### config.mk
export PLATFORM = sky130hd
export DESIGN_NAME = bullet_sched_flat
export DESIGN_NICKNAME = d
export VERILOG_FILES = /design/src/rtl/bullet_sched_if.sv /design/src/rtl/bullet_sched.sv /design/src/flat_wrapper.sv
export SDC_FILE = /design/constraint.sdc
export NUM_CORES = 1
export LEC_CHECK = 0
export ABC_AREA = 1
export CAP_MARGIN = 25
export CORE_MARGIN = 5
export CORE_UTILIZATION = 50
export DETAILED_ROUTE_END_ITERATION = 10
export PLACE_DENSITY = 0.82
export SETUP_SLACK_MARGIN = 0.15
export SLEW_MARGIN = 30
export SYNTH_ARGS = -nofsm -noshare
export SYNTH_HDL_FRONTEND = slang
export SYNTH_SLANG_ARGS = --single-unit
export TNS_END_PERCENT = 1
### constraint.sdc
create_clock -name clk -period 8.6 [get_ports clk]
set_input_delay 2.58 -clock clk [delete_from_list [all_inputs] [get_ports clk]]
set_output_delay 2.58 -clock clk [all_outputs]
set_load 0.02 [all_outputs]
### src/rtl/bullet_sched_if.sv
// Player-request and slot-engine bundle between the bullet scheduler and its environment.
interface bullet_sched_if #(
    parameter int SLOTS = 4
) ();
    logic             timer;
    logic             fire_a;
    logic             fire_b;
    logic [10:0]      pos_a_x;
    logic [10:0]      pos_a_y;
    logic [10:0]      pos_b_x;
    logic [10:0]      pos_b_y;
    logic             dir_a;
    logic             dir_b;
    logic [SLOTS-1:0] slot_done;
    logic [SLOTS-1:0] slot_trig;
    logic [10:0]      slot_x;
    logic [10:0]      slot_y;
    logic             slot_d;
    logic [SLOTS-1:0] slot_busy;
    logic [SLOTS-1:0] slot_owner;
    logic             ack_a;
    logic             ack_b;

    modport master (
        output timer, fire_a, fire_b, pos_a_x, pos_a_y, pos_b_x, pos_b_y,
               dir_a, dir_b, slot_done,
        input  slot_trig, slot_x, slot_y, slot_d, slot_busy, slot_owner,
               ack_a, ack_b
    );

    modport slave (
        input  timer, fire_a, fire_b, pos_a_x, pos_a_y, pos_b_x, pos_b_y,
               dir_a, dir_b, slot_done,
        output slot_trig, slot_x, slot_y, slot_d, slot_busy, slot_owner,
               ack_a, ack_b
    );
endinterface

### src/rtl/bullet_sched.sv
// Fire scheduler: arbitrates two players onto a pool of bullet engines with
// per-player cooldown and live-bullet cap, and reclaims slots on off-screen reports.
module bullet_sched #(
    parameter int SLOTS    = 4,
    parameter int MAX_PER  = 2,
    parameter int COOLDOWN = 8
) (
    input logic           clk,
    input logic           rst,
    bullet_sched_if.slave bus
);
    localparam int CW = $clog2(SLOTS + 1);
    localparam int IW = $clog2(SLOTS);

    logic [SLOTS-1:0] busy_q;
    logic [SLOTS-1:0] owner_q;
    logic [SLOTS-1:0] trig_q;
    logic [10:0]      x_q;
    logic [10:0]      y_q;
    logic             d_q;
    logic             ack_a_q;
    logic             ack_b_q;
    logic [CW-1:0]    cnt_a_q;
    logic [CW-1:0]    cnt_b_q;
    logic [7:0]       cd_a_q;
    logic [7:0]       cd_b_q;
    logic             rr_q;

    logic             free_any;
    logic [IW-1:0]    free_idx;
    logic [SLOTS-1:0] free_sel;
    logic [SLOTS-1:0] reclaim;
    logic [CW-1:0]    dec_a;
    logic [CW-1:0]    dec_b;
    logic             elig_a;
    logic             elig_b;
    logic             grant_a;
    logic             grant_b;
    logic             grant;

    // Scanning from the top down leaves the lowest free index as the final pick.
    always_comb begin
        free_any = 1'b0;
        free_idx = '0;
        for (int i = SLOTS - 1; i >= 0; i--) begin
            if (!busy_q[i]) begin
                free_any = 1'b1;
                free_idx = IW'(i);
            end
        end
        free_sel = SLOTS'(1) << free_idx;
    end

    always_comb begin
        reclaim = bus.slot_done & busy_q;
        dec_a   = '0;
        dec_b   = '0;
        for (int i = 0; i < SLOTS; i++) begin
            if (reclaim[i]) begin
                if (owner_q[i]) dec_b = dec_b + CW'(1);
                else            dec_a = dec_a + CW'(1);
            end
        end
    end

    // Round-robin only matters when both players are eligible in the same cycle.
    always_comb begin
        elig_a  = bus.fire_a && (cd_a_q == 8'd0) && (cnt_a_q < CW'(MAX_PER)) && free_any;
        elig_b  = bus.fire_b && (cd_b_q == 8'd0) && (cnt_b_q < CW'(MAX_PER)) && free_any;
        grant_a = elig_a && (!elig_b || !rr_q);
        grant_b = elig_b && (!elig_a || rr_q);
        grant   = grant_a || grant_b;
    end

    always_ff @(posedge clk or negedge rst) begin
        if (!rst) begin
            busy_q  <= '0;
            owner_q <= '0;
            trig_q  <= '0;
            x_q     <= '0;
            y_q     <= '0;
            d_q     <= 1'b0;
            ack_a_q <= 1'b0;
            ack_b_q <= 1'b0;
            cnt_a_q <= '0;
            cnt_b_q <= '0;
            cd_a_q  <= '0;
            cd_b_q  <= '0;
            rr_q    <= 1'b0;
        end else begin
            trig_q  <= grant ? free_sel : '0;
            ack_a_q <= grant_a;
            ack_b_q <= grant_b;
            busy_q  <= (busy_q & ~reclaim) | (grant ? free_sel : '0);
            cnt_a_q <= cnt_a_q + CW'(grant_a) - dec_a;
            cnt_b_q <= cnt_b_q + CW'(grant_b) - dec_b;
            if (grant) begin
                owner_q[free_idx] <= grant_b;
                x_q <= grant_b ? bus.pos_b_x : bus.pos_a_x;
                y_q <= grant_b ? bus.pos_b_y : bus.pos_a_y;
                d_q <= grant_b ? bus.dir_b   : bus.dir_a;
            end
            if (elig_a && elig_b) rr_q <= ~rr_q;

            if (grant_a)                         cd_a_q <= 8'(COOLDOWN);
            else if (bus.timer && cd_a_q != 8'd0) cd_a_q <= cd_a_q - 8'd1;
            if (grant_b)                         cd_b_q <= 8'(COOLDOWN);
            else if (bus.timer && cd_b_q != 8'd0) cd_b_q <= cd_b_q - 8'd1;
        end
    end

    assign bus.slot_trig  = trig_q;
    assign bus.slot_x     = x_q;
    assign bus.slot_y     = y_q;
    assign bus.slot_d     = d_q;
    assign bus.slot_busy  = busy_q;
    assign bus.slot_owner = owner_q;
    assign bus.ack_a      = ack_a_q;
    assign bus.ack_b      = ack_b_q;
endmodule

### src/flat_wrapper.sv
// flat-port wrapper written by rule: the top's interface ports become plain ports
module bullet_sched_flat 
#(
    parameter int SLOTS    = 4,
    parameter int MAX_PER  = 2,
    parameter int COOLDOWN = 8
)
  (clk, rst, bus_timer, bus_fire_a, bus_fire_b, bus_pos_a_x, bus_pos_a_y, bus_pos_b_x, bus_pos_b_y, bus_dir_a, bus_dir_b, bus_slot_done, bus_slot_trig, bus_slot_x, bus_slot_y, bus_slot_d, bus_slot_busy, bus_slot_owner, bus_ack_a, bus_ack_b);
  bullet_sched_if #(.SLOTS(SLOTS)) bus_i ();
  input logic clk;
  input logic rst;
  input wire logic [$bits(bus_i.timer)-1:0] bus_timer;
  input wire logic [$bits(bus_i.fire_a)-1:0] bus_fire_a;
  input wire logic [$bits(bus_i.fire_b)-1:0] bus_fire_b;
  input wire logic [$bits(bus_i.pos_a_x)-1:0] bus_pos_a_x;
  input wire logic [$bits(bus_i.pos_a_y)-1:0] bus_pos_a_y;
  input wire logic [$bits(bus_i.pos_b_x)-1:0] bus_pos_b_x;
  input wire logic [$bits(bus_i.pos_b_y)-1:0] bus_pos_b_y;
  input wire logic [$bits(bus_i.dir_a)-1:0] bus_dir_a;
  input wire logic [$bits(bus_i.dir_b)-1:0] bus_dir_b;
  input wire logic [$bits(bus_i.slot_done)-1:0] bus_slot_done;
  output wire logic [$bits(bus_i.slot_trig)-1:0] bus_slot_trig;
  output wire logic [$bits(bus_i.slot_x)-1:0] bus_slot_x;
  output wire logic [$bits(bus_i.slot_y)-1:0] bus_slot_y;
  output wire logic [$bits(bus_i.slot_d)-1:0] bus_slot_d;
  output wire logic [$bits(bus_i.slot_busy)-1:0] bus_slot_busy;
  output wire logic [$bits(bus_i.slot_owner)-1:0] bus_slot_owner;
  output wire logic [$bits(bus_i.ack_a)-1:0] bus_ack_a;
  output wire logic [$bits(bus_i.ack_b)-1:0] bus_ack_b;
  assign bus_i.timer = bus_timer;
  assign bus_i.fire_a = bus_fire_a;
  assign bus_i.fire_b = bus_fire_b;
  assign bus_i.pos_a_x = bus_pos_a_x;
  assign bus_i.pos_a_y = bus_pos_a_y;
  assign bus_i.pos_b_x = bus_pos_b_x;
  assign bus_i.pos_b_y = bus_pos_b_y;
  assign bus_i.dir_a = bus_dir_a;
  assign bus_i.dir_b = bus_dir_b;
  assign bus_i.slot_done = bus_slot_done;
  assign bus_slot_trig = bus_i.slot_trig;
  assign bus_slot_x = bus_i.slot_x;
  assign bus_slot_y = bus_i.slot_y;
  assign bus_slot_d = bus_i.slot_d;
  assign bus_slot_busy = bus_i.slot_busy;
  assign bus_slot_owner = bus_i.slot_owner;
  assign bus_ack_a = bus_i.ack_a;
  assign bus_ack_b = bus_i.ack_b;
  bullet_sched #(.SLOTS(SLOTS), .MAX_PER(MAX_PER), .COOLDOWN(COOLDOWN)) u_core (.clk(clk), .rst(rst), .bus(bus_i));
endmodule
# --- Word level (Yosys, flattened, before mapping) ---
# Index checks and enable logic that the tools add are counted.
classes:
  n_bitwise: 5
  add_sub_neg: 12
  n_reduce_logical: 24
  n_mux: 35
  shifts: 1
  n_lt_le_gt_ge: 4
op_table:
  columns: ["operator", "count"]
  rows:
  - ["$mux W3", 14]
  - ["$mux W8", 4]
  - ["$mux W11", 2]
  - ["$add A3 B1 Y3 const B", 6]
  - ["$logic_not A8 Y1", 2]
  - ["$reduce_bool A8 Y1", 2]
  - ["$sub A8 B1 Y8 const B", 2]
  - ["$logic_and A1 B1 Y1", 12]
  - ["$and A4 B4 Y4", 2]
  - ["$mux W1", 8]
  - ["$mux W2", 4]
  - ["$add A3 B1 Y3", 2]
  - ["$lt A3 B2 Y1 const B", 2]
  - ["$sub A3 B3 Y3", 2]
  - ["$bwmux W4", 1]
  - ["$mux W4", 1]
  - ["$not A4 Y4", 1]
  - ["$or A4 B4 Y4", 1]
  - ["$reduce_bool A2 Y1", 2]
  - ["$shl A1 B2 Y4 const A", 1]
  - ["$logic_not A1 Y1", 3]
  - ["$logic_or A1 B1 Y1", 3]
  - ["$lt A2 B3 Y1 const B", 1]
  - ["$demux W1 S2", 1]
  - ["2 further kinds", 2]
word_totals:
  in_bits: 55
  out_inout_bits: 37
  regBits: 60
  word_cells: 94

# --- Longest topological paths before layout ---
# Gate-level depths: netlist of the first run.
depth:
  depth_word: 12
  mapped_depth: 14
  mapped_depth_nobuf: 14

# --- Worst setup path before layout of the first run ---
# No wires, ideal clock.
synth_timing:
  path_kind: "input port to flip-flop"
  startpoint: "in bus_slot_done[0]"
  endpoint: "reg u_core.cnt_a_q[2]"
  setup_ps: 125
  required_ps: 8475
  t_arrival_ps: 5172
  setup_slack_ps: 3303
  n_path_buf: 0
  path_stages: 14
  cell_sequence: "nand2_1 nor2_1 ha_1 nand3_1 nand2_1 ha_1 mux2_2 ha_1 nor3_1 o21bai_1 ha_1 fa_1 xnor2_1 xnor2_1"
synth_via:
  elab_chain_len: 12
synth_lines:
  columns: ["item", "line", "text"]
  rows:
  - ["from (decl)", "flat_wrapper.sv:21", "input wire logic [$bits(bus_i.slot_done)-1:0] bus_slot_done;"]
  - ["$and A4 B4 Y4 *", "bullet_sched.sv:55", "reclaim = bus.slot_done & busy_q;"]
  - ["$mux W3 *", "bullet_sched.sv:59", "if (reclaim[i]) begin"]
  - ["$add A3 B1 Y3", "bullet_sched.sv:61", "else dec_a = dec_a + CW'(1);"]
  - ["$mux W3", "bullet_sched.sv:60", "if (owner_q[i]) dec_b = dec_b + CW'(1);"]
  - ["$mux W3 *", "bullet_sched.sv:59", null]
  - ["$add A3 B1 Y3", "bullet_sched.sv:61", null]
  - ["$mux W3", "bullet_sched.sv:60", null]
  - ["$mux W3 *", "bullet_sched.sv:59", null]
  - ["$add A3 B1 Y3", "bullet_sched.sv:61", null]
  - ["$mux W3", "bullet_sched.sv:60", null]
  - ["$mux W3 *", "bullet_sched.sv:59", null]
  - ["$sub A3 B3 Y3 *", "bullet_sched.sv:95", "cnt_a_q <= cnt_a_q + CW'(grant_a) - dec_a;"]
  - ["to (signal assigned)", "bullet_sched.sv:95", null]
  - ["to (decl)", "bullet_sched.sv:23", "logic [CW-1:0] cnt_a_q;"]
# Every way passes the cells marked *; elsewhere a longest branch is shown, timed or not.
# A chain may end at the register's enable or synchronous reset.

# --- Worst setup path in the final report of the first run ---
# Same ends and word-level chain as after synthesis.

==> metrics.md, run 1 <==
| Metric | Value |
|---|---|
| Hold_buf cts | 0 |
| Remaining DRCs | 0 |
| Post-synth EDFFs | 0 |
| Register area share after synthesis | 42.8% |
| Hold Crit Depth | 2 |
| FF/Latch Area | 0.00150 sq mm |
| CTS Buffer Depth | 2 |
| Top-count cell post-synth | nand2_1 |
| Diodes inserted | 0 |
| Setup TNS Final | 0 ns |
| Die Area | 0.00879 sq mm |
| Starting Density | 51.6% |
| Compound-Gate Fraction of Synth Area | 2.35% |
| Initial DRT Pass Iterations | 4 |
| Core Box Area | 0.00679 sq mm |
| R2r setup slk | 5.05 ns |
| Worst Min Path Start | u_core.bus.slot_y[8]$_DFFE_PN0P_ |
| Footprint of the multi-input gates | 0.00155 sq mm |
| Post-cts sizing count | 0 |
| Global route overflow | 0 |
| Adder-Cell Fraction of Synth Area | 6.85% |
| Detail Route Antenna Nets | 0 |
| Io pins | 92 |
| Antenna violations before repair | 0 |
| Hold endpoint | u_core.bus.slot_y[8]$_DFFE_PN0P_ |
| Slew Limit Fails | 0 |
| Worst path arrival time | 6.03 ns |
| Worst slew margin | 51.0% |
| Simple-gate area share of the yosys netlist | 29.5% |
| Post-synth top area cell | dfrtp_1 |
| Max IR drop VDD | 0.104 mV |
| Status | finished, final reports clean |
| Largest net degree at the start of global routing | 61 |
| Hold Crit Class | reg2reg |
| GRT Total Usage | 19.6% |
| Pleak | 2.55 nW |
| Vias in the first global route | 3018 |
| Warnings, synthesis | 0 |
| Combinational family with the most area after synthesis | simple AND/OR/NAND/NOR gates |
| Die H | 93.8 um |
| Maximum operating frequency | 0.172 GHz |
| Max cap viols | 0 |
| Post-Synth XOR/XNOR Area | 4.49% |
| Met3 routed WL | 717 um |
| CP Class | in2reg |
| Cells after synthesis | 462 |
| Synth area leaders | dfrtp_1 43%, nand2_1 13%, inv_1 11% |
| GPL Wtd Cong | 0.845 |
| Routed via count | 3111 |
| WP data required | 8.82 ns |
| Clock Tree Root | clkbuf_8 |
| Tcrit/Tclk final | 67.5% |
| H-tree depth | 3 |
| FF+latch count, synth | 60 |
| Worst-margin pin slew | 0.735 ns |
| Power Total | 931 uW |
| Post-synth top flop | dfrtp_1 |
| Fin Clk Skew | 0.00727 ns |
| Synth top area share | 42.8% |
| Layout cells sized above 1 | 6.43% |
| TritonCTS Buffers | 9 |
| Layout net count | 628 |
| Std cell rows | 30 |
| DR top layer | met4 |
| Drt initial violations | 137 |
| Net count after synthesis | 535 |
| Crit path max fanout | 3 |
| Routed len/inst | 12.9 um |
| Area growth from synthesis to layout | 33.3% |
| Final hold violation count | 0 |
| DRT met1 WL | 3690 um |
| CTS tree | built |
| DR vias/cell | 4.74 |
| Crit path time final | 5.81 ns |
| Mapped Avg Cell Area | 7.59 sq um |
| Input/output buffers | 91 |
| Ys async rst share | 100% |
| Crit end category | register |
| Reg2Reg Launch Point | u_core.bus.slot_busy[0]$_DFF_PN0_ |
| Worst skew pair latency | 0.34 ns |
| Mux share of post-synthesis cell area | 0.927% |
| Clock Pin Slew Worst Setup and Hold Paths | 0.07 ns |
| HPWL Detailed | 6080 um |
| RSZ-0062 raised after global routing | no |
| CTS sink count | 60 |
| Filler cells | 561 |
| Post-CTS Setup Inserts | 0 |
| First-pass GRT wire length | 13700 um |
| Setup violators final | 0 |
| DRT Wirelength | 8440 um |
| Synthesized area | 0.00351 sq mm |
| Pwr per Cell Area | 199 mW/mm^2 |
| Reg2reg path depth | 14 |
| Post-synth cell types | 31 |
| Worst setup SP type | input port |
| WL met2 | 3830 um |
| Worst R2R End | u_core.cnt_a_q[2]$_DFF_PN0_ |
| Most frequent cells after synthesis | 119 x nand2_1, 102 x inv_1, 61 x nand3_1, 60 x dfrtp_1, 31 x nor2_1 |
| Chip width | 93.8 um |
power breakdown:
| part | switching [mW] | total, mW | internal (mW) |
|---|---|---|---|
| clock | 0.107 | 0.256 | 0.149 |
| combinational | 0.150 | 0.280 | 0.130 |
| sequential | 0.0477 | 0.395 | 0.347 |
logic make-up (layout without fill, tap and decap cells):
kind of cell,after synthesis,in the layout
xor gates and xnor gates,18,18
and+or+nand+nor,233,233
AOI/OAI and AO/OA,16,16
muxes,3,3
DFF,60,60
buffers and inverters,114,212
adders and majority gates,18,18
placed cells by master (no fill, tap or decap), drive strengths merged, types with 2 or more instances in the layout:
cell type,instances
clkinv,2
nand2,126
clkdlybuf4s50,90
inv,104
a21oi,2
fa,2
clkbuf,12
o21ai,13
mux2,2
xnor2,8
nor2,35
dfrtp,60
xor2,10
nand3,63
nor3,4
buf,2
ha,16
sequential cells by signal, indices dropped and copies added, names as in the netlist:
register / cells
u_core.bus.slot_x: 11
u_core.bus.slot_y: 11
u_core.cd_a_q: 8
u_core.cd_b_q: 8
u_core.bus.slot_busy: 4
u_core.bus.slot_owner: 4
u_core.bus.slot_trig: 4
u_core.cnt_a_q: 3
u_core.cnt_b_q: 3
u_core.bus.ack_a: 1
u_core.bus.ack_b: 1
u_core.bus.slot_d: 1
u_core.rr_q: 1
layer usage:
| metal | global-route usage, % | up-vias |
|---|---|---|
| met4 | 8.42 | 0 |
| met1 | 24.9 | 1386 |
| li1 | - | 1576 |
| met5 | 0 | - |
| met2 | 31.8 | 128 |
| met3 | 4.57 | 21 |
critical path, cell delays in order:
cell	delay (ns)
clkdlybuf4s50_1	0.49
nand2_1	0.06
nor2_1	0.13
ha_1	0.25
nand3_1	0.09
nand2_1	0.09
ha_1	0.29
mux2_2	0.27
ha_1	0.29
nor3_1	0.17
o21bai_1	0.14
ha_1	0.27
fa_1	0.47
xnor2_1	0.30
xnor2_1	0.11
worst max-delay path by stage:
stage	from	to	slack [ns]	cells past startpoint
global route	bus_slot_done[0]	u_core.cnt_a_q[2]$_DFF_PN0_	2.66	15
floorplan	bus_slot_done[0]	u_core.cnt_a_q[2]$_DFF_PN0_	3.30	14
CTS	bus_slot_done[0]	u_core.cnt_a_q[2]$_DFF_PN0_	2.83	15
finish	bus_slot_done[0]	u_core.cnt_a_q[2]$_DFF_PN0_	2.79	15
global placement	bus_slot_done[0]	u_core.cnt_a_q[2]$_DFF_PN0_	2.73	15
detailed placement	bus_slot_done[0]	u_core.cnt_a_q[2]$_DFF_PN0_	2.55	15
stage by stage:
| step | std cells | util, % | setup slack [ns] | instance area (sq um) | hold slack (ns) |
|---|---|---|---|---|---|
| after global placement | 640 | 65.9 | 2.73 | 4470 | 0.460 |
| after detailed placement | 640 | 65.9 | 2.55 | 4470 | 0.464 |
| after CTS | 656 | 68.8 | 2.83 | 4680 | 0.482 |
| after global routing | 656 | 68.8 | 2.66 | 4680 | 0.499 |
| final | 656 | 68.8 | 2.79 | 4680 | 0.479 |
| after floorplan | 462 | - | 3.30 | 3510 | 0.467 |
layout make-up:
cell class / instances / area share, %
well taps: 96 / 2.57
multi-input cells: 288 / 33.1
repair buffers: 92 / 19.5
clock buffers: 12 / 3.32
flip-flops and latches: 60 / 32.1
inverters: 104 / 8.35
clock inverters: 4 / 1.02
Power figures use the tool's default switching activity.
==> run 2: changes to the inputs <==
--- a/config.mk
+++ b/config.mk
@@ -8,9 +8,9 @@
 export ABC_AREA = 1
 export CAP_MARGIN = 25
 export CORE_MARGIN = 5
-export CORE_UTILIZATION = 50
+export CORE_UTILIZATION = 44
 export DETAILED_ROUTE_END_ITERATION = 10
-export PLACE_DENSITY = 0.82
+export PLACE_DENSITY = 0.76
 export SETUP_SLACK_MARGIN = 0.15
 export SLEW_MARGIN = 30
 export SYNTH_ARGS = -nofsm -noshare
==> constraint.sdc (replaced) <==
create_clock -name clk -period 4.7 [get_ports clk]
set_input_delay 1.41 -clock clk [delete_from_list [all_inputs] [get_ports clk]]
set_output_delay 1.41 -clock clk [all_outputs]
set_load 0.02 [all_outputs]
==> metrics.md, run 2 (same netlist as run 1, synthesis figures left out) <==
| Metric | Value |
|---|---|
| Layout cells sized above 1 | 7.62% (+1.2 points) |
| Worst slew margin | 54.0% (+3.0 points) |
| Pwr per Cell Area | 378 mW/mm^2 (+90%) |
| Post-placement setup slack | -0.0694 ns (-2.62 ns) |
| Post-cts sizing count | 0 (unchanged) |
| Post-CTS Setup Inserts | 0 (unchanged) |
| CTS Buffer Depth | 2 (unchanged) |
| Setup TNS Final | 0 ns (unchanged) |
| Vias in the first global route | 3255 (+7.9%) |
| Antenna violations before repair | 0 (unchanged) |
| Chip width | 99.3 um (+5.9%) |
| Filler cells | 685 (+22%) |
| Crit path max fanout | 3 (unchanged) |
| Reg2reg path depth | 13 (-1) |
| Part of the power in registers | 40.1% (-2.3 points) |
| DR vias/cell | 4.74 (-0.14%) |
| Clock Pin Slew Worst Setup and Hold Paths | 0.07 ns (about the same) |
| Crit path time final | 4.39 ns |
| Hold Crit Class | reg2reg |
| CTS tree | built |
| Fin Clk Skew | 0.0119 ns (+0.00468 ns) |
| Sw power | 559 uW (+84%) |
| CTS sink count | 60 (unchanged) |
| Std cell rows | 32 (+6.7%) |
| Pleak | 2.59 nW (+1.7%) |
| Detail Route Antenna Nets | 0 (unchanged) |
| Final hold violation count | 0 (unchanged) |
| Max IR drop VDD | 0.263 mV (+150%) |
| Worst path arrival time | 4.60 ns (-1.43 ns) |
| Maximum operating frequency | 0.228 GHz |
| Initial DRT Pass Iterations | 4 (unchanged) |
| Crit end category | register |
| Starting Density | 45.4% (-6.2 points) |
| Setup violators final | 0 (unchanged) |
| Worst-margin pin slew | 0.690 ns (-0.0459 ns) |
| TritonCTS Buffers | 9 (unchanged) |
| Routed len/inst | 12.4 um (-3.8%) |
| Status | finished, final reports clean |
| Routed via count | 3154 (+1.4%) |
| Core Box Area | 0.00773 sq mm (+14%) |
| Hold_buf cts | 0 (unchanged) |
| Diodes inserted | 0 (unchanged) |
| FF/Latch Area | 0.00150 sq mm (unchanged) |
| Worst R2R End | u_core.cnt_b_q[2]$_DFF_PN0_ |
| Worst hold margin | 0.480 ns (+0.00155 ns) |
| Drt initial violations | 153 (+12%) |
| Area growth from synthesis to layout | 36.0% |
| Input/output buffers | 91 (unchanged) |
| Worst skew pair latency | 0.34 ns (about the same) |
| Worst path cell trace | clkdlybuf4s50_1 -> nand2_1 -> nor2_1 -> ha_1 -> nand3_1 -> nand2_1 -> ha_1 -> mux2_2 -> ha_1 -> nor3_1 -> o21bai_1 -> ha_1 -> fa_2 -> xnor2_2 -> xnor2_1 |
| Global route overflow | 0 (unchanged) |
| Slew Limit Fails | 0 (unchanged) |
| Die H | 99.3 um (+5.9%) |
| Tcrit/Tclk final | 93.3% |
| H-tree depth | 3 (unchanged) |
| CP Class | in2reg |
| RSZ-0062 raised after global routing | yes |
| Commonest non-fill, non-tap cell in the layout | nand2_1 |
| Io pins | 92 (unchanged) |
| Crit path from | bus_slot_done[0] |
| CP max-delay cell | clkdlybuf4s50_1 |
| Crit path largest cell delay | 0.50 ns (about the same) |
| Logic gate share of total power | 28.1% (-2.0 points) |
| Remaining DRCs | 0 (unchanged) |
| Largest net degree at the start of global routing | 32 (-48%) |
| Footprint of the multi-input gates | 0.00156 sq mm (+0.65%) |
| Max cap viols | 0 (unchanged) |
| Die Area | 0.00986 sq mm (+12%) |
| Layout net count | 632 (+0.64%) |
| Clock Tree Root | clkbuf_8 |
| Commonest cells after routing, fill and taps aside | 119 x nand2_1, 102 x inv_1, 90 x clkdlybuf4s50_1, 61 x nand3_1, 60 x dfrtp_1 |
| Clock Power Share | 31.8% (+4.3 points) |
| CP dominant cell by count | ha_1 |
| R2r setup slk | 1.41 ns (-3.64 ns) |
| HPWL Detailed | 6230 um (+2.4%) |
| First-pass GRT wire length | 14200 um (+3.3%) |
| Reg2Reg Launch Point | u_core.bus.slot_busy[0]$_DFF_PN0_ |
| PnR worst setup slack | 0.313 ns (-2.48 ns) |
| WP data required | 4.92 ns (-3.90 ns) |
| GRT Total Usage | 17.6% (-1.9 points) |
| DRT Wirelength | 8240 um (-2.3%) |
| GPL Wtd Cong | 0.886 (+4.9%) |
| Switching Share | 31.0% (-1.7 points) |
| Worst Setup EP | u_core.cnt_a_q[2]$_DFF_PN0_ |
| Power Total | 1.80 mW (+94%) |
| Worst setup SP type | input port |
| Cell-internal power | 1.24 mW (+99%) |
-- run 2: cell count changes in the layout (fill, tap and decap cells not counted), sizes merged --
cell and delta:
buf +4, clkbuf -2, bufinv +2
-- run 2: power by group through the flow --
| stage | Combinational, mW | Clock (mW) | Sequential, mW |
|---|---|---|---|
| detailed placement | 0.503 | 0 | 0.729 |
| floorplan | 0.273 | 0 | 0.759 |
| global placement | 0.483 | 0 | 0.725 |
| finish | 0.507 | 0.573 | 0.722 |
| global route | 0.576 | 0.611 | 0.737 |
| CTS | 0.507 | 0.586 | 0.721 |
-- run 2: per-stage QoR --
step,utilization [%],std cells,area [sq um]
detailed placement,58.4,650,4510
global route,61.7,666,4770
global placement,58.4,650,4510
finish,61.7,666,4770
CTS,61.6,666,4760
floorplan,-,462,3510
-- run 2: worst max-delay path, delay by kind of cell --
family | cells | cell delay (ns)
multiplexers | 1 | 0.28
buffers and inverters | 1 | 0.50
AO/OA/AOI/OAI | 1 | 0.13
XOR/XNOR | 2 | 0.28
AND/OR/NAND/NOR | 5 | 0.48
adder cells (fa/ha/maj) | 5 | 1.51
-- run 2: worst min-delay path by stage --
stage	start	endpoint	slack [ns]	depth (start not counted)
after floorplan	u_core.cd_a_q[2]$_DFFE_PN0P_	u_core.cd_a_q[2]$_DFFE_PN0P_	0.47	1
after global placement	u_core.bus.slot_x[8]$_DFFE_PN0P_	u_core.bus.slot_x[8]$_DFFE_PN0P_	0.46	2
after detailed placement	u_core.bus.slot_x[6]$_DFFE_PN0P_	u_core.bus.slot_x[6]$_DFFE_PN0P_	0.46	2
after CTS	u_core.bus.slot_x[6]$_DFFE_PN0P_	u_core.bus.slot_x[6]$_DFFE_PN0P_	0.48	2
after global routing	u_core.bus.slot_y[9]$_DFFE_PN0P_	u_core.bus.slot_y[9]$_DFFE_PN0P_	0.51	2
final	u_core.bus.slot_x[4]$_DFFE_PN0P_	u_core.bus.slot_x[4]$_DFFE_PN0P_	0.48	2
-- run 2: final cells by class --
class	instances	area share [%]
inverters	104	8.18
multi-input cells	288	32.7
flip-flops and latches	60	31.5
clock buffers	10	2.88
well taps	102	2.68
repair buffers	96	19.8
clock inverters	6	2.33
-- run 2: routing by layer --
metal	global-route usage [%]	vias up	share of wire (%)
met5	0	-	0
met3	5.96	18	7.7
met4	5.46	0	2.5
met2	30.6	110	47
met1	20.6	1441	42
li1	-	1585	-
